===== src/rtl/rx_bitalign_lane_sequencer.sv =====
// Trains NUM_LANES bit-align lanes one at a time, with restart, timeout, eye grading and retries.
// Optional macro SEQ_RETRY_STATS_EN enables the RETRY_TOTAL counter (tied to zero otherwise).
module rx_bitalign_lane_sequencer #(
  parameter int unsigned NUM_LANES = 4,
  parameter int unsigned TIMEOUT_W = 16,
  parameter int unsigned MAX_RETRY = 3,
  parameter int unsigned MIN_EYE   = 8,
  localparam int unsigned LW = (NUM_LANES > 1) ? $clog2(NUM_LANES) : 1
) (
  input  logic                   SCLK,
  input  logic                   RESETN,
  input  logic                   PLL_LOCK,
  input  logic                   SEQ_START,
  input  logic [NUM_LANES-1:0]   LANE_DONE,
  input  logic [NUM_LANES-1:0]   LANE_ERR,
  input  logic [8*NUM_LANES-1:0] LANE_LEFT_WIN,
  input  logic [8*NUM_LANES-1:0] LANE_RGHT_WIN,
  output logic [NUM_LANES-1:0]   LANE_RSTRT,
  output logic [NUM_LANES-1:0]   LANE_HOLD,
  output logic [LW-1:0]          CUR_LANE,
  output logic                   SEQ_BUSY,
  output logic                   SEQ_DONE,
  output logic [NUM_LANES-1:0]   LANE_PASS,
  output logic [NUM_LANES-1:0]   LANE_FAIL,
  output logic [7:0]             RETRY_TOTAL
);

  localparam logic [2:0] S_IDLE      = 3'd0;
  localparam logic [2:0] S_WAIT_LOCK = 3'd1;
  localparam logic [2:0] S_KICK      = 3'd2;
  localparam logic [2:0] S_WAIT_CLR  = 3'd3;
  localparam logic [2:0] S_WAIT_DONE = 3'd4;
  localparam logic [2:0] S_CHECK     = 3'd5;
  localparam logic [2:0] S_NEXT      = 3'd6;
  localparam logic [2:0] S_FINISH    = 3'd7;

  logic [2:0]           state_q, state_d;
  logic [LW-1:0]        cur_q, cur_d;
  logic [3:0]           retry_q, retry_d;
  logic [TIMEOUT_W-1:0] timer_q, timer_d;
  logic                 bad_q, bad_d;
  logic [NUM_LANES-1:0] rstrt_q, rstrt_d, hold_q, hold_d, pass_q, pass_d, fail_q, fail_d;
  logic                 busy_q, busy_d, done_q, done_d;

  logic [7:0] lane_left, lane_rght;
  logic [8:0] eye_sum;
  logic       lane_done, lane_err, timer_max, att_pass;
  logic       start_go, lock_lost, retry_go;

  assign lane_done = LANE_DONE[cur_q];
  assign lane_err  = LANE_ERR[cur_q];
  assign lane_left = LANE_LEFT_WIN[8*int'(cur_q) +: 8];
  assign lane_rght = LANE_RGHT_WIN[8*int'(cur_q) +: 8];
  assign eye_sum   = {1'b0, lane_left} + {1'b0, lane_rght};
  assign timer_max = (timer_q == '1);
  assign att_pass  = !bad_q && (eye_sum >= 9'(MIN_EYE));
  assign start_go  = (state_q == S_IDLE) && SEQ_START;
  assign lock_lost = !PLL_LOCK && (state_q != S_IDLE) && (state_q != S_WAIT_LOCK);
  assign retry_go  = (state_q == S_CHECK) && !att_pass && (retry_q < 4'(MAX_RETRY)) && !lock_lost;

  // Next-state and registered-output computation
  always_comb begin
    state_d = state_q;
    cur_d   = cur_q;
    retry_d = retry_q;
    timer_d = timer_q;
    bad_d   = bad_q;
    pass_d  = pass_q;
    fail_d  = fail_q;
    done_d  = done_q;

    case (state_q)
      S_IDLE: begin
        if (start_go) begin
          state_d = S_WAIT_LOCK;
          done_d  = 1'b0;
          pass_d  = '0;
          fail_d  = '0;
          cur_d   = '0;
          retry_d = '0;
        end
      end
      S_WAIT_LOCK: if (PLL_LOCK) state_d = S_KICK;
      S_KICK: begin
        timer_d = '0;
        state_d = S_WAIT_CLR;
      end
      S_WAIT_CLR: begin
        if (!lane_done && !lane_err) begin
          state_d = S_WAIT_DONE;
          timer_d = '0;
        end else if (timer_max) begin
          bad_d   = 1'b1;
          state_d = S_CHECK;
        end else begin
          timer_d = timer_q + TIMEOUT_W'(1);
        end
      end
      S_WAIT_DONE: begin
        // DONE and ERR together grade as an error
        if (lane_done || lane_err) begin
          bad_d   = lane_err;
          state_d = S_CHECK;
        end else if (timer_max) begin
          bad_d   = 1'b1;
          state_d = S_CHECK;
        end else begin
          timer_d = timer_q + TIMEOUT_W'(1);
        end
      end
      S_CHECK: begin
        if (att_pass) begin
          pass_d[cur_q] = 1'b1;
          state_d       = S_NEXT;
        end else if (retry_go) begin
          retry_d = retry_q + 4'd1;
          state_d = S_KICK;
        end else begin
          fail_d[cur_q] = 1'b1;
          state_d       = S_NEXT;
        end
      end
      S_NEXT: begin
        retry_d = '0;
        if (cur_q == LW'(NUM_LANES - 1)) begin
          state_d = S_FINISH;
        end else begin
          cur_d   = cur_q + LW'(1);
          state_d = S_KICK;
        end
      end
      S_FINISH: state_d = S_IDLE;
      default:  state_d = S_IDLE;
    endcase

    // Losing lock restarts training from lane 0 with results discarded
    if (lock_lost) begin
      state_d = S_WAIT_LOCK;
      cur_d   = '0;
      retry_d = '0;
      timer_d = '0;
      bad_d   = 1'b0;
      pass_d  = '0;
      fail_d  = '0;
    end

    if (state_d == S_FINISH) done_d = 1'b1;
    busy_d  = (state_d != S_IDLE) && (state_d != S_FINISH);
    rstrt_d = (state_d == S_KICK) ? (NUM_LANES'(1) << cur_d) : '0;
    hold_d  = busy_d ? ~(NUM_LANES'(1) << cur_d) : '0;
  end

  always_ff @(posedge SCLK or negedge RESETN) begin
    if (!RESETN) begin
      state_q <= S_IDLE;
      cur_q   <= '0;
      retry_q <= '0;
      timer_q <= '0;
      bad_q   <= 1'b0;
      rstrt_q <= '0;
      hold_q  <= '0;
      pass_q  <= '0;
      fail_q  <= '0;
      busy_q  <= 1'b0;
      done_q  <= 1'b0;
    end else begin
      state_q <= state_d;
      cur_q   <= cur_d;
      retry_q <= retry_d;
      timer_q <= timer_d;
      bad_q   <= bad_d;
      rstrt_q <= rstrt_d;
      hold_q  <= hold_d;
      pass_q  <= pass_d;
      fail_q  <= fail_d;
      busy_q  <= busy_d;
      done_q  <= done_d;
    end
  end

  assign LANE_RSTRT = rstrt_q;
  assign LANE_HOLD  = hold_q;
  assign CUR_LANE   = cur_q;
  assign SEQ_BUSY   = busy_q;
  assign SEQ_DONE   = done_q;
  assign LANE_PASS  = pass_q;
  assign LANE_FAIL  = fail_q;

`ifdef SEQ_RETRY_STATS_EN
  logic [7:0] retry_total_q;

  // Saturating count of retries in the current sequence
  always_ff @(posedge SCLK or negedge RESETN) begin
    if (!RESETN) begin
      retry_total_q <= '0;
    end else if (start_go || lock_lost) begin
      retry_total_q <= '0;
    end else if (retry_go && (retry_total_q != 8'hFF)) begin
      retry_total_q <= retry_total_q + 8'd1;
    end
  end

  assign RETRY_TOTAL = retry_total_q;
`else
  assign RETRY_TOTAL = 8'd0;
`endif

endmodule


===== config.mk =====
export PLATFORM = sky130hd
export DESIGN_NAME = rx_bitalign_lane_sequencer
export DESIGN_NICKNAME = d
export VERILOG_FILES = /design/src/rtl/rx_bitalign_lane_sequencer.sv
export SDC_FILE = /design/constraint.sdc
export NUM_CORES = 1
export LEC_CHECK = 0
export CORE_UTILIZATION = 50
export CTS_CLUSTER_DIAMETER = 150
export DETAILED_ROUTE_END_ITERATION = 16
export GPL_TIMING_DRIVEN = 0
export PLACE_DENSITY = 0.86
export SYNTH_ARGS = -nofsm -noshare
export SYNTH_HDL_FRONTEND = slang
export SYNTH_SLANG_ARGS = --single-unit

===== constraint.sdc =====
create_clock -name SCLK -period 9.6 [get_ports SCLK]
set_clock_uncertainty 0.05 [all_clocks]
set_input_delay 1.44 -clock SCLK [delete_from_list [all_inputs] [get_ports SCLK]]
set_output_delay 1.44 -clock SCLK [all_outputs]
set_load 0.005 [all_outputs]

Yosys cells after proc, flatten, opt, wreduce, memory -nomap -nowiden. Index checks and enable logic that the tools add are counted.

Add/sub/neg operators: 4. Order comparisons: 4. Equality and inequality tests: 20. Shifts and indexed selects: 3. Mux-type cells: 47. Bitwise gates (word level): 3. Reduce and logical (&&, ||, !) cells: 32.

Operators with widths (count): $mux 16 (4); $shiftx 32x6->8 (2); $pmux 16 s3 (1); $mux 4 (11); $mux 3 (9); $ne 3x3->1 const B (8); $pmux 3 s8 (1); $add 16x1->16 const B (1); $eq 16x16->1 const B (1); $pmux 4 s2 (2); $eq 3x3->1 const B (5); $pmux 4 s3 (1); $reduce_bool 3->1 (4); $logic_and 1x1->1 (10); $mux 1 (10); $add 8x8->9 (1); $eq 3x2->1 const B (3); $ge 9x4->1 const B (1); $or 4x4->4 (2); $reduce_and 4->1 (2); $reduce_bool 4->1 (2); $logic_not 1->1 (6); $mux 2 (3); $reduce_and 2->1 (3); 18 further kinds (20).

Flip-flop bits (word level): 44. Bits of input ports: 76. Output and inout bits: 28. Word-level logic and storage cells: 124.

Longest topological paths before layout.
Depth in word-level cells: 15. Mapped depth: 12. Depth with buffers taken out: 9.

Worst setup path before layout. No wires, ideal clock.

Path kind: input to register. From: in LANE_LEFT_WIN[24]. To: reg pass_q[3], in the netlist LANE_PASS[3]. Setup time: 0.122 ns. Arrival time: 3.861 ns. Required time: 9.428 ns. Slack: 5.567 ns. Stages: 10. Cells stage by stage: mux4_2 > ha_1 > fa_1 > a21oi_1 > a2bb2oi_1 > xor2_1 > o311a_1 > clkbuf_1 > a211oi_1 > a32o_1.

Word-level cells in the longest chain between the ends: 6.

Ends and longest elaborated chain: from (decl) (RTL line 16) `input logic [8*NUM_LANES-1:0] LANE_LEFT_WIN,`; $shiftx 32x6->8 (RTL line 52) `assign lane_left = LANE_LEFT_WIN[8*int'(cur_q) +: 8];`; $add 8x8->9 (RTL line 54) `assign eye_sum = {1'b0, lane_left} + {1'b0, lane_rght};`; $ge 9x4->1 (RTL line 56) `assign att_pass = !bad_q && (eye_sum >= 9'(MIN_EYE));`; $logic_and 1x1->1 (RTL line 56); $ne 3x3->1 (no line); $reduce_and 3->1 (no line); to (signal assigned) (RTL line 174) `pass_q <= pass_d;`; to (decl) (RTL line 42) `logic [NUM_LANES-1:0] rstrt_q, rstrt_d, hold_q, hold_d, pass_q, pass_d, fail_q, fail_d;`.

Every way passes these cells. A chain may end at the register's enable or synchronous reset.

Worst setup path after layout.
From: in LANE_LEFT_WIN[0]. To: reg pass_q[3], in the netlist LANE_PASS[3].

The elaborated chain is that of the path after synthesis.

==> results_dict.tcl <==
set metrics [dict create \
    cp_max_fo 9 \
    grt_overflow 0 \
    vdd_drop_max_mv 0.1017 \
    row_count 28 \
    die_area_um2 6692 \
    antenna_found_initial 0 \
    ant_nets 0 \
    finalHoldViolCount 0 \
    critPathTopFamily "compound AO/OA/AOI/OAI gates" \
    io_pins 104 \
    power.density_nw_per_um2 122.2 \
    die_w_um 81.81 \
    first_pass_iters 4 \
    syn2layout_area_growth_pct 37.13 \
    grt_max_degree 27 \
    synth-edff-count 0 \
    wirelength_um 8042 \
    cts_tree "done" \
    synth_top_area_cell "dfrtp_1" \
    outcome "complete, no violations" \
    vias 2944 \
    timing.rr.end "LANE_PASS[3]$_DFFE_PN0P_" \
    ys_seq_elements 44 \
    cts_max_level 2 \
    synth_top_area_share_pct 34.58 \
    min_path_cells 1 \
    end_kind "flip-flop" \
    ctsHoldBuffers 0 \
    ys_async_sr_fraction_pct 100.0 \
    cp-start-kind "input port" \
    ctsResizeCount 0 \
    worst-path-buf-inv 2 \
    hold_start "SEQ_DONE$_DFFE_PN0P_" \
    grt_pass1_vias 2737 \
    hold_path_class "reg -> reg" \
    worstPathRequired_ps 9740 \
    postCtsSetupRepairBufs 0 \
    design_power_total_mw 0.5335 \
    n_fill_cell 460 \
    max_freq_ghz 0.2262 \
    dpl.hpwl_um 6348 \
    ys_types 60 \
    synth_area_leaders "dfrtp_1 35%, mux4_2 13%, a21oi_1 4.4%" \
    cts.sinks 44 \
    power_switching_mw 0.1697 \
    rsz0062_at_grt "false" \
    finalCriticalPeriod_ps 4421 \
    final_util_pct 72.47 \
    seq_power_share_pct 40.7 \
    num_antenna_cells 0 \
    grt_pass1_wl_um 12610 \
    slew_violations 0 \
    r2r-start "CUR_LANE[0]$_DFF_PN0_" \
    min_period_over_period_pct 46.05 \
    viasPerCell 5.739 \
    path_clk_slew_ps 80 \
    core_um2 6026 \
    track_usage_pct 24.82 \
    path_class "in -> reg" \
    tns_ps 0 \
    pre_cts_ws_ps 4874 \
    drive_gt1_share_pct 13.70 \
    p_int_mw 0.3639 \
    yosysWarningCount 0 \
    power_frac_comb_pct 36.0 \
    min_to "SEQ_DONE$_DFFE_PN0P_" \
    crit_chain "clkdlybuf4s50_1, mux4_2, ha_1, fa_1, a21oi_1, a2bb2oi_1, xor2_1, o311a_1, clkbuf_1, a211oi_1, a32o_1" \
    avgSynthCellArea_um2 9.708 \
    final_nets 525 \
    clkPwrFrac_pct 23.3 \
    syn_inst 328 \
    r2r_setup_slack_ps 5460 \
    portBuffers 95 \
    p_sw_share_pct 31.80 \
    finalSetupViolations 0 \
    initial_core_util_pct 52.84 \
    worst_ep_arrival_time_ps 4570 \
    drt_first_iter_violations 267 \
    worstRegToRegCells 12 \
    synth_ff_type "dfrtp_1" \
    gp_congestion 0.8739 \
    setup_slack_ps 5179 \
    wire_per_inst_um 15.68 \
    die_h_um 81.81 \
    tightestPinTransition_ps 813.6 \
    yosysSeqAreaShare_pct 34.58 \
    netlist_area_um2 3184 \
    slowest_stage "mux4_2" \
    cap_viol_max_count 0 \
    clock_latency_ps 300 \
    fin_hold_ws_ps 433.6 \
    drc 0 \
    cts_made_buffers 5 \
    slowest_delay_ps 480 \
    cts_root_buffer "clkbuf_8" \
    relSlewSlack_pct 45.76 \
    power.leakage_nw 1.727 \
    clk_path_buf_depth 2 \
]
synthesized netlist by cell type (all sizes together) (6+ instances only):
cell type and number:
buf 14, nand3 13, mux4 18, nor2b 6
nand2 25, xnor2 7, or3 6, nor2 29
o21ai 12, clkbuf 11, a21oi 28, ha 10
dfrtp 44, o211ai 8, and3 6, a31oi 6
nor3 15, inv 10
stage by stage:
step / cell area [um^2] / std cells
detailed placement: 4270 / 506
floorplan: 3211 / 335
CTS: 4367 / 513
global placement: 4255 / 505
global route: 4367 / 513
finish: 4367 / 513
placed cells by master (no fill, tap or decap), types with 6 or more instances in the layout:
cell             count
xnor2_1              7
a31oi_1              6
ha_1                10
or3_1                6
dfrtp_1             44
and3_1               6
clkbuf_1            11
clkbuf_8             7
nor3_1              10
conb_1               8
a21oi_1             28
mux4_2              18
buf_4                9
nand2_1             25
inv_1               10
clkdlybuf4s50_1     94
o21ai_0             12
o211ai_1             8
nor2b_1              6
nand3_1             12
nor2_1              25
logic make-up after synthesis:
logic type / share of synthesized area [%]
multiplexers: 13.05
flip-flops: 34.58
XOR/XNOR: 2.476
buffers and inverters: 5.737
AO/OA/AOI/OAI: 18.39
adder cells (fa/ha/maj): 4.558
other: 0.1178
AND/OR/NAND/NOR: 21.10
metal layers:
metal / track usage [%] / routed length (um)
met1: 30.69 / 3390
met4: 7.719 / 153
met2: 43.55 / 4123
met5: 0 / 0
met3: 4.556 / 375
state kept, by name (all words and copies together) (netlist names):
register,count
LANE_PASS,4
CUR_LANE,2
retry_q,4
SEQ_BUSY,1
LANE_FAIL,4
LANE_HOLD,4
bad_q,1
state_q,3
LANE_RSTRT,4
SEQ_DONE,1
timer_q,16
area by class of cell:
type	count	area (um^2)	share of cell area, %
well taps	75	93.84	2.149
clock buffers	7	96.34	2.206
inverters	10	37.54	0.8596
repair buffers	96	965.9	22.12
multi-input cells	256	1927	44.13
flip-flops and latches	44	1101	25.21
plain buffers	25	145.1	3.324
worst reg2reg max path, stage by stage (launching register included):
cell	delay, ps
dfrtp_1	360
buf_6	160
buf_1	630
mux4_2	620
ha_1	270
fa_1	400
a21oi_1	200
a2bb2oi_1	220
xor2_1	160
o311a_1	170
clkbuf_1	290
a211oi_1	200
a32o_1	300
power groups by stage:
stage               combinational [mW]  clock [mW]  sequential (mW)
detailed placement               0.187           0            0.219
global placement                 0.181           0            0.219
global route                     0.209       0.132            0.219
finish                           0.192       0.124            0.217
CTS                              0.191       0.127            0.217
floorplan                        0.114           0            0.218
worst max-delay path by stage:
stage	from	slack [ps]	endpoint	cells after the start
after global routing	LANE_LEFT_WIN[0]	5010	LANE_PASS[3]$_DFFE_PN0P_	11
final	LANE_LEFT_WIN[0]	5180	LANE_PASS[3]$_DFFE_PN0P_	11
after global placement	LANE_LEFT_WIN[0]	4910	LANE_PASS[3]$_DFFE_PN0P_	11
after detailed placement	LANE_LEFT_WIN[0]	4870	LANE_PASS[3]$_DFFE_PN0P_	11
after CTS	LANE_LEFT_WIN[0]	5190	LANE_PASS[3]$_DFFE_PN0P_	11
after floorplan	LANE_LEFT_WIN[24]	5570	LANE_PASS[3]$_DFFE_PN0P_	10
Note: power is estimated with default switching activity, not from simulation.
